## config.mk

```make
export PLATFORM = sky130hd
export DESIGN_NAME = hazard_noc_ctrl
export DESIGN_NICKNAME = d
export VERILOG_FILES = /design/src/rtl/hazard_noc_ctrl.sv
export SDC_FILE = /design/constraint.sdc
export NUM_CORES = 1
export LEC_CHECK = 0
export BUFFER_PORTS_ARGS = -buffer_cell sky130_fd_sc_hd__buf_2
export CAP_MARGIN = 20
export CORE_MARGIN = 4
export CORE_UTILIZATION = 39
export CTS_CLUSTER_SIZE = 40
export DETAILED_ROUTE_END_ITERATION = 12
export GPL_TIMING_DRIVEN = 0
export PLACE_DENSITY_LB_ADDON = 0.1
export SKIP_LAST_GASP = 1
export SYNTH_ARGS = -nofsm -noshare
export SYNTH_HDL_FRONTEND = slang
export SYNTH_SLANG_ARGS = --single-unit
export TNS_END_PERCENT = 5
```

## constraint.sdc

```tcl
create_clock -name clk -period 1.74 [get_ports clk]
set_clock_uncertainty 0.05 [all_clocks]
set_input_delay 0.174 -clock clk [delete_from_list [all_inputs] [get_ports clk]]
set_output_delay 0.174 -clock clk [all_outputs]
set_load 0.01 [all_outputs]
```

## src/rtl/hazard_noc_ctrl.sv

```systemverilog
// hazard_noc_ctrl: pipeline sequencing controller for the 5-stage MIPS core.
// Generates EX-stage forwarding selects, load-use bubbles and branch/jump
// flushes, and sequences the NoC send handshake for an instruction in EX,
// holding the pipeline until the router accepts it or a timeout fires.
// Optional feature macro: HAZARD_PERF_EN (adds saturating stall/flush counters).
module hazard_noc_ctrl #(
    parameter int TIMEOUT_CYCLES = 64,
    parameter int CNT_W          = 7
) (
    input  logic       clk,
    input  logic       rst,
    input  logic [4:0] Rs_D,
    input  logic [4:0] Rt_D,
    input  logic [4:0] Rs_E,
    input  logic [4:0] Rt_E,
    input  logic [4:0] Radd_E,
    input  logic       Mem_Read_E,
    input  logic       RegW_enable_E,
    input  logic [4:0] Radd_M,
    input  logic       RegW_enable_M,
    input  logic [4:0] Radd_W,
    input  logic       RegW_enable_W,
    input  logic       branch_taken_E,
    input  logic       Jump_E,
    input  logic       proc_valid_E,
    input  logic       proc_ready_in,
    output logic       noc_valid,
    output logic       stall_F,
    output logic       stall_D,
    output logic       stall_E,
    output logic       flush_D,
    output logic       flush_E,
    output logic [1:0] fwdA_E,
    output logic [1:0] fwdB_E,
    output logic       noc_timeout
`ifdef HAZARD_PERF_EN
    ,
    output logic [CNT_W-1:0] perf_stall_cnt,
    output logic [CNT_W-1:0] perf_flush_cnt
`endif
);

    typedef enum logic [1:0] {
        IDLE = 2'b00,
        WAIT = 2'b01,
        ERR  = 2'b10
    } noc_state_t;

    // Last WAIT count before the send is abandoned.
    localparam logic [CNT_W-1:0] CNT_LAST = CNT_W'(TIMEOUT_CYCLES - 1);
    localparam logic [CNT_W-1:0] CNT_ONE  = CNT_W'(1);

    noc_state_t       state;
    noc_state_t       state_nxt;
    logic [CNT_W-1:0] cnt;
    logic [CNT_W-1:0] cnt_nxt;
    logic             timeout_set;
    logic             lu;
    logic             cf;
    logic             stall_noc;

    // Forward select for one operand: M stage wins over W; r0 never forwards.
    function automatic logic [1:0] fwd_sel(
        input logic [4:0] src,
        input logic       wen_m,
        input logic [4:0] dst_m,
        input logic       wen_w,
        input logic [4:0] dst_w
    );
        if (wen_m && (dst_m != 5'd0) && (dst_m == src))
            return 2'b10;
        else if (wen_w && (dst_w != 5'd0) && (dst_w == src))
            return 2'b01;
        else
            return 2'b00;
    endfunction

    assign fwdA_E = fwd_sel(Rs_E, RegW_enable_M, Radd_M, RegW_enable_W, Radd_W);
    assign fwdB_E = fwd_sel(Rt_E, RegW_enable_M, Radd_M, RegW_enable_W, Radd_W);

    assign lu = Mem_Read_E && RegW_enable_E && (Radd_E != 5'd0) &&
                ((Radd_E == Rs_D) || (Radd_E == Rt_D));
    assign cf = branch_taken_E || Jump_E;

    // ERR drops the message, so the request is masked for that cycle.
    assign noc_valid = proc_valid_E && ((state == IDLE) || (state == WAIT));
    assign stall_noc = noc_valid && !proc_ready_in;

    // NoC FSM state, timeout counter and sticky timeout flag.
    always_ff @(posedge clk) begin
        if (rst) begin
            state       <= IDLE;
            cnt         <= '0;
            noc_timeout <= 1'b0;
        end else begin
            state <= state_nxt;
            cnt   <= cnt_nxt;
            if (timeout_set)
                noc_timeout <= 1'b1;
        end
    end

    // NoC FSM next-state and counter update.
    always_comb begin
        state_nxt   = state;
        cnt_nxt     = cnt;
        timeout_set = 1'b0;
        case (state)
            IDLE: begin
                if (proc_valid_E && !proc_ready_in) begin
                    state_nxt = WAIT;
                    cnt_nxt   = CNT_ONE;
                end
            end
            WAIT: begin
                if (!proc_valid_E || proc_ready_in) begin
                    state_nxt = IDLE;
                    cnt_nxt   = '0;
                end else if (cnt == CNT_LAST) begin
                    state_nxt   = ERR;
                    cnt_nxt     = '0;
                    timeout_set = 1'b1;
                end else begin
                    cnt_nxt = cnt + CNT_ONE;
                end
            end
            ERR: begin
                state_nxt = IDLE;
                cnt_nxt   = '0;
            end
            default: begin
                state_nxt = IDLE;
                cnt_nxt   = '0;
            end
        endcase
    end

    // Stall/flush priority: NoC hold defers everything, then flush, then bubble.
    always_comb begin
        stall_F = 1'b0;
        stall_D = 1'b0;
        stall_E = 1'b0;
        flush_D = 1'b0;
        flush_E = 1'b0;
        if (stall_noc) begin
            stall_F = 1'b1;
            stall_D = 1'b1;
            stall_E = 1'b1;
        end else if (cf) begin
            flush_D = 1'b1;
            flush_E = 1'b1;
        end else if (lu) begin
            stall_F = 1'b1;
            stall_D = 1'b1;
            flush_E = 1'b1;
        end
    end

`ifdef HAZARD_PERF_EN
    // Saturating counters of stalled-fetch and flushed-decode cycles.
    always_ff @(posedge clk) begin
        if (rst) begin
            perf_stall_cnt <= '0;
            perf_flush_cnt <= '0;
        end else begin
            if (stall_F && (perf_stall_cnt != '1))
                perf_stall_cnt <= perf_stall_cnt + CNT_ONE;
            if (flush_D && (perf_flush_cnt != '1))
                perf_flush_cnt <= perf_flush_cnt + CNT_ONE;
        end
    end
`endif

endmodule
```

Yosys cells after proc, flatten, opt, wreduce, memory -nomap -nowiden
Index checks and enable logic that the tools add are counted.
{"block": "totals", "ff_bits": 10, "latch_bits": 0, "ramBits": 0, "romBits": 0, "mem_count": 0}
{"block": "classes", "addsub": 1, "n_mul": 0, "div": 0, "order_cmp": 0, "n_eq_ne": 10, "n_shift": 0, "muxes": 23, "n_bitwise": 0, "n_reduce_logical": 23}
{"cell": "5-bit equality test", "n": 6}
{"cell": "7-bit two-way mux", "n": 3}
{"cell": "5-bit nonzero test", "n": 3}
{"cell": "7-bit one-hot mux with 2 select lines", "n": 1}
{"cell": "1-bit two-way mux", "n": 13}
{"cell": "1-bit logical AND", "n": 12}
{"cell": "2-bit two-way mux", "n": 5}
{"cell": "7-bit by 1-bit adder with 7-bit output, second input constant", "n": 1}
{"cell": "7-bit by 6-bit equality test with 1-bit output, second input constant", "n": 1}
{"cell": "1-bit logical OR", "n": 4}
{"cell": "2-bit one-hot mux with 2 select lines", "n": 1}
{"cell": "3-bit by 1-bit inequality test with 1-bit output, second input constant", "n": 1}
{"cell": "2-bit by 1-bit equality test with 1-bit output, second input constant", "n": 1}
{"cell": "1-bit zero test", "n": 2}
{"cell": "2-bit zero test", "n": 1}
{"cell": "2-bit by 1-bit inequality test with 1-bit output, second input constant", "n": 1}
{"cell": "2-bit AND reduction", "n": 1}

Longest topological paths before layout
Gate-level depths: netlist of the first run.
{"block": "logic_depth", "word_depth": 6, "depth_mapped": 5, "mapped_depth_nobuf": 5}

Worst setup path after synthesis of the first run
OpenSTA, ideal clock, no wires.
{"block": "synth_timing", "path_type": "in2out", "startpoint": "input port Radd_M[0]", "endpoint": "output port fwdA_E[0]", "arrival_time_ps": 1301, "required_ps": 1516, "setup_slack_ps": 215, "cell_stages": 4, "path_cell_list": "or4_4 -> o21ai_2 -> nor4_1 -> nor4_2"}
{"block": "synth_via", "elab_chain_cells": 4, "elab_cells_between_ends": 5, "classes_between": "eq/ne: 1; mux: 1; reduce/logical: 3"}
{"item": "start: declaration", "line_no": "19", "text": "input logic [4:0] Radd_M,"}
{"item": "5-bit nonzero test", "line_no": "70", "text": "if (wen_m && (dst_m != 5'd0) && (dst_m == src))"}
{"item": "1-bit logical AND", "line_no": "70"}
{"item": "1-bit logical AND (*)", "line_no": "70"}
{"item": "2-bit two-way mux (*)", "line_no": "70"}
{"item": "end: declaration", "line_no": "33", "text": "output logic [1:0] fwdA_E,"}
Mark *: on every way between the ends. The rest lies on a longest branch, timed or not.

Final worst setup path of the first run
{"block": "layout_timing", "startpoint": "input port Radd_M[0]", "endpoint": "output port fwdB_E[0]"}
{"block": "layout_via", "elab_chain_cells": 4, "elab_cells_between_ends": 5, "classes_between": "eq/ne: 1; mux: 1; reduce/logical: 3"}
{"item": "5-bit nonzero test", "line_no": "70"}
{"item": "1-bit logical AND", "line_no": "70"}
{"item": "1-bit logical AND (*)", "line_no": "70"}
{"item": "2-bit two-way mux (*)", "line_no": "70"}
{"item": "end: declaration", "line_no": "34", "text": "output logic [1:0] fwdB_E,"}
Marks and branches as above.

==> metrics.txt, run 1 <==
reg-to-reg startpoint=cnt[0]; power share of the combinational group=32.7%; core area=2210 sq um; Die W=56.1 microns; Post-Route WL=2.41 mm; max-cap violations=0; Worst Hold Depth=2; vias per inst=4.96; commonest non-fill, non-tap cell in the layout=buf_2; global-route usage over all layers=15.5%; # diodes=0; Post-Syn Area=902 sq um; Yosys cell types=36; crit end category=primary output; Area growth syn-to-layout=36.5%; Synth Area in Compound Gates=14.1%; maximum clock insertion buffer count=2; largest family of logic cells by synthesized area=XOR/XNOR gates; Fillers=215; adder-cell share of the synthesized area=1.39%; DRC Markers=0; register bit total from synthesis=10; H-tree depth=1; Tmin final=1720 ps; hold endpoint=cnt[1]; first drt pass iteration count=4; pin count of the biggest net entering global routing=11; unrepaired setup endpoints after global routing=yes; peak supply drop=0.375 mV; pwr/cell area=468 nW/um^2; die area=3150 sq um; hold path startpoint=rst; Rows=17; Yosys top cell area share=27.2%; Final ANT Viol Nets=0; Mean Syn Cell Area=8.28 sq um; sw power=172 uW; Post-Syn Instances=109; Initial Util=40.8%; Clock Tree Root=clkbuf_4; Fin. Hold Viols=0; arrival time of the worst setup path=1500 ps; Sw Ratio=29.8%; critical path required time=1520 ps; Synth area leader=xor2_1; clock share of power=26.7%; Starting DRT DRC Count=17; fin. max-slew vios=0; post-synthesis xor/xnor area fraction=33.0%; syn_nets=155; most frequent cells in the layout=56 x buf_2, 28 x xor2_1, 11 x nor2_1; Crit Path Max Fanout=3; Leakage Power=0.000615 uW; nets=214; Hold WC Path Type=input pin to register; initial antenna violation count=0; Slew HR=67.2%; DPL Wire Length=2.10 mm; Critical Path Start Type=input pin; internal cell power=404 uW; f_max=0.580 GHz; via count=963; Synth async-reset ratio=0%; Reg2Reg Setup Slack=150 ps; EDFF count, synth=0; Die Span Y=56.1 microns; Worst-path clk slew=60 ps; Avg WL per Cell=12.4 microns; CTS tree=built; cts hold-fix bufs=0; remaining global-route overflow=0; multiplexer share of the synthesized area=0%; Setup Viol. Count Final=0; IO Count=56; capturing point of the worst reg2reg path=cnt[3]; PortBufs=55; Worst-Margin Slew=487 ps; number of global-route vias before repair=962; Finished Cell Area=1230 sq um; first-pass GRT wire length=4.16 mm; top post-synthesis cells by area=xor2_1 27%, dfxtp_1 22%, xnor2_1 5.8%; Setup TNS Final=0 ps; Setup CP Type=input pin to primary output; Seq pwr share=40.6%; sequential area share after synthesis=22.2%; final period utilization=99.1%; outcome=complete, no violations; ys flop type=dfxtp_1; worst r2r path cells=5; hold slack=58.7 ps; simple-gate share of the synthesized area=25.8%; TritonCTS Buffers=3; clock latency on the worst-skew pair=260 ps; synth warn=0; share of cells above drive strength 1=38.6%; Cell Area, Placed=1210 sq um; clock sink total=10; Core Util, Final=55.7%; GPL Wtd Cong=0.860
critical path: stages:
cell and delay [ps]:
buf_2 130, or4_4 530, o21ai_2 150, nor4_1 100, nor4_2 250, buf_2 160
registers in the layout, summed over array words and instances (netlist names):
signal and flops:
state 2, cnt 7, noc_timeout 1
layer usage:
metal / vias to the layer above / share of wire, % / global-route usage, %
met2: 34 / 46 / 25.0
met5: - / 0 / 0
li1: 506 / - / -
met3: 0 / 8.9 / 3.71
met4: 0 / 0 / 5.08
met1: 423 / 45 / 20.0
Yosys cell counts, types with 2 or more instances:
master / n
xor2_1: 28
inv_1: 3
o31ai_1: 3
nor4_2: 2
nor2_1: 11
nand2_1: 2
nand4_1: 2
nor3_1: 4
o211a_1: 2
clkbuf_1: 2
nor4_1: 2
o21ai_0: 3
dfxtp_1: 10
nand3_1: 2
and3_1: 2
and4_1: 2
or4_1: 3
nor2b_1: 2
a31oi_1: 2
xnor2_1: 6
cell type report:
type                       instances  area [sq um]  share of cell area, %
clock buffer                       3          22.5                   1.83
timing repair buffer              55           275                   22.4
sequential                        10           200                   16.3
multi-input combinational         92           671                   54.5
inverter                           3          11.3                  0.915
tap                               28          35.0                   2.85
buffer                             3          16.3                   1.32
power groups by stage:
stage          logic [uW]  clock network, uW  registers, uW
2_1_floorplan        92.0                  0            238
3_3_place_gp          184                  0            239
3_5_place_dp          189                  0            239
4_1_cts               190                160            234
5_1_grt               211                173            234
6_report              188                154            234
logic make-up after synthesis:
group	count (synthesis)
flip-flops	10
AO/OA/AOI/OAI	18
buffers and inverters	7
adder cells (fa/ha/maj)	1
AND/OR/NAND/NOR	39
XOR/XNOR	34
what timing repair did:
item,in CTS,in global routing
gates resized for setup,0,0
endpoints found under the setup margin,0,5
endpoints found under the hold margin,0,0
buffers inserted,0,0
stage by stage:
stage	power (uW)	worst slack, ps	std cells
final	576	16.5	194
after detailed placement	428	30.8	192
after global placement	423	44.6	192
after CTS	583	17.0	195
after floorplan	330	215	109
after global routing	618	-63.8	194
worst max path at each step:
stage                     startpoint   endpoint
after global placement     Radd_M[0]  fwdA_E[0]
after detailed placement   Radd_M[0]  fwdB_E[0]
final                      Radd_M[0]  fwdB_E[0]
after CTS                   state[1]    stall_F
after global routing       Radd_M[0]  fwdA_E[0]
after floorplan            Radd_M[0]  fwdA_E[0]
Note: power is estimated with default switching activity, not from simulation.
==> run 2: changes to the inputs <==
- BUFFER_PORTS_ARGS: -buffer_cell sky130_fd_sc_hd__buf_2 -> -buffer_cell sky130_fd_sc_hd__clkbuf_2
==> metrics.txt, run 2 (synthesized netlist as in run 1, its figures left out) <==
setup ws final=16.0 ps; post-CTS repair timing setup buffer count=0; total power=631 uW; crit end category=primary output; reg-to-reg startpoint=cnt[0]; pin count of the biggest net entering global routing=11; cts hold-fix bufs=0; cts repair resizes=0; DPL Wire Length=2.19 mm; Fillers=215; pwr/cell area=507 nW/um^2; Met3 Wirelength=188 microns; Hold WC Path Type=input pin to register; critical path required time=1520 ps; vias per inst=5.10; crit-path most repeated cell=clkbuf_2; Setup Viol. Count Final=0; TritonCTS Buffers=3; DRC Markers=0; outcome=complete, no violations; Slew HR=67.6%; Rows=17; capturing point of the worst reg2reg path=cnt[2]; placed insts=192; initial antenna violation count=0; Max Used Layer=met4; Die W=56.1 microns; Crit Path Max Fanout=3; wire length on met2=1.19 mm; Leakage Power=0.000628 uW; Clock Tree Root=clkbuf_4; # diodes=0; Cell Chain, Critical Path=clkbuf_2 -> or4_4 -> o21ai_2 -> nor4_1 -> nor4_2 -> clkbuf_2; CP Launch Point=Radd_M[0]; via count=995; Worst-path clk slew=60 ps; peak supply drop=0.445 mV; clock sink total=10; Area growth syn-to-layout=38.0%; Reg with most FFs=cnt; die area=3150 sq um; slowest cell delay on critical path=530 ps; clock latency on the worst-skew pair=270 ps; unrepaired setup endpoints after global routing=yes; remaining global-route overflow=0; Cell Area, Placed=1210 sq um; first-pass GRT wire length=4.24 mm; number of global-route vias before repair=986; Setup crit end=fwdA_E[0]; PortBufs=55; Finished Cell Area=1240 sq um; first drt pass iteration count=5; Worst-Margin Slew=481 ps; Initial Util=40.8%; core area=2210 sq um; IO Count=56; most frequent cells in the layout=55 x clkbuf_2, 28 x xor2_1, 11 x nor2_1; fin. max-slew vios=0; global-route usage over all layers=16.0%; Die Span Y=56.1 microns; Final ANT Viol Nets=0; share of cells above drive strength 1=38.9%; f_max=0.580 GHz; Setup CP Type=input pin to primary output; Tmin final=1720 ps; Largest register FFs=7; Starting DRT DRC Count=13; Fin. Hold Viols=0; arrival time of the worst setup path=1500 ps; final period utilization=99.1%; Post-Route WL=2.51 mm; commonest non-fill, non-tap cell in the layout=clkbuf_2; biggest regs=cnt x7, state x2, noc_timeout x1; Place WS=17.2 ps; max-cap violations=0; nets=214; maximum clock insertion buffer count=2; CTS tree=built; worst r2r path cells=5; GPL Wtd Cong=0.839; Reg2Reg Setup Slack=150 ps; Post-Route M1 WL=1.09 mm; Avg WL per Cell=12.9 microns; H-tree depth=1; CP max-delay cell=or4_4; Critical Path Start Type=input pin; Post-Layout Cell Count=195
run 2: changes by cell type in the layout (fill, tap and decap cells not counted), sizes merged:
cell,before,now
clkbuf,4,60
buf,57,2
run 2: worst min-delay path by stage:
stage,from,endpoint,slack (ps),cells after the start
floorplan,rst,cnt[1],200,1
global placement,rst,cnt[1],330,2
detailed placement,rst,cnt[1],340,2
CTS,rst,cnt[1],50,2
global route,rst,cnt[1],60,2
finish,rst,cnt[1],60,2
run 2: routing by layer:
layer  vias to the layer above  GRT usage (%)
li1                        506              -
met1                       447           20.5
met2                        35           26.4
met3                         7           3.02
met4                         0           6.10
met5                         -              0
run 2: per-stage QoR:
step	utilization (%)	hold slack (ps)	setup TNS, ps
2_1_floorplan	-	201	0
3_3_place_gp	54.8	328	0
3_5_place_dp	54.8	336	0
4_1_cts	56.4	50.9	0
5_1_grt	56.3	61.4	-286
6_report	56.3	59.5	0
run 2: power breakdown:
| part | switching, uW | internal (uW) | total, uW |
|---|---|---|---|
| clock network | 81.7 | 127 | 209 |
| logic | 96.5 | 92.6 | 189 |
| registers | 1.90 | 231 | 233 |
| total | 180 | 451 | 631 |
run 2: layout make-up:
type / count / area, sq um / share of cell area, %
Buffer: 3 / 16.3 / 1.31
Sequential cell: 10 / 200 / 16.1
Timing Repair Buffer: 55 / 275 / 22.1
Inverter: 3 / 11.3 / 0.905
Multi-Input combinational cell: 92 / 671 / 53.9
Clock buffer: 4 / 36.3 / 2.91
Tap cell: 28 / 35.0 / 2.81
run 2: worst max-delay path: cells and delay by family:
family | cells | cell delay [ps]
AND/OR/NAND/NOR | 3 | 900
buffers and inverters | 2 | 280
AO/OA/AOI/OAI | 1 | 150
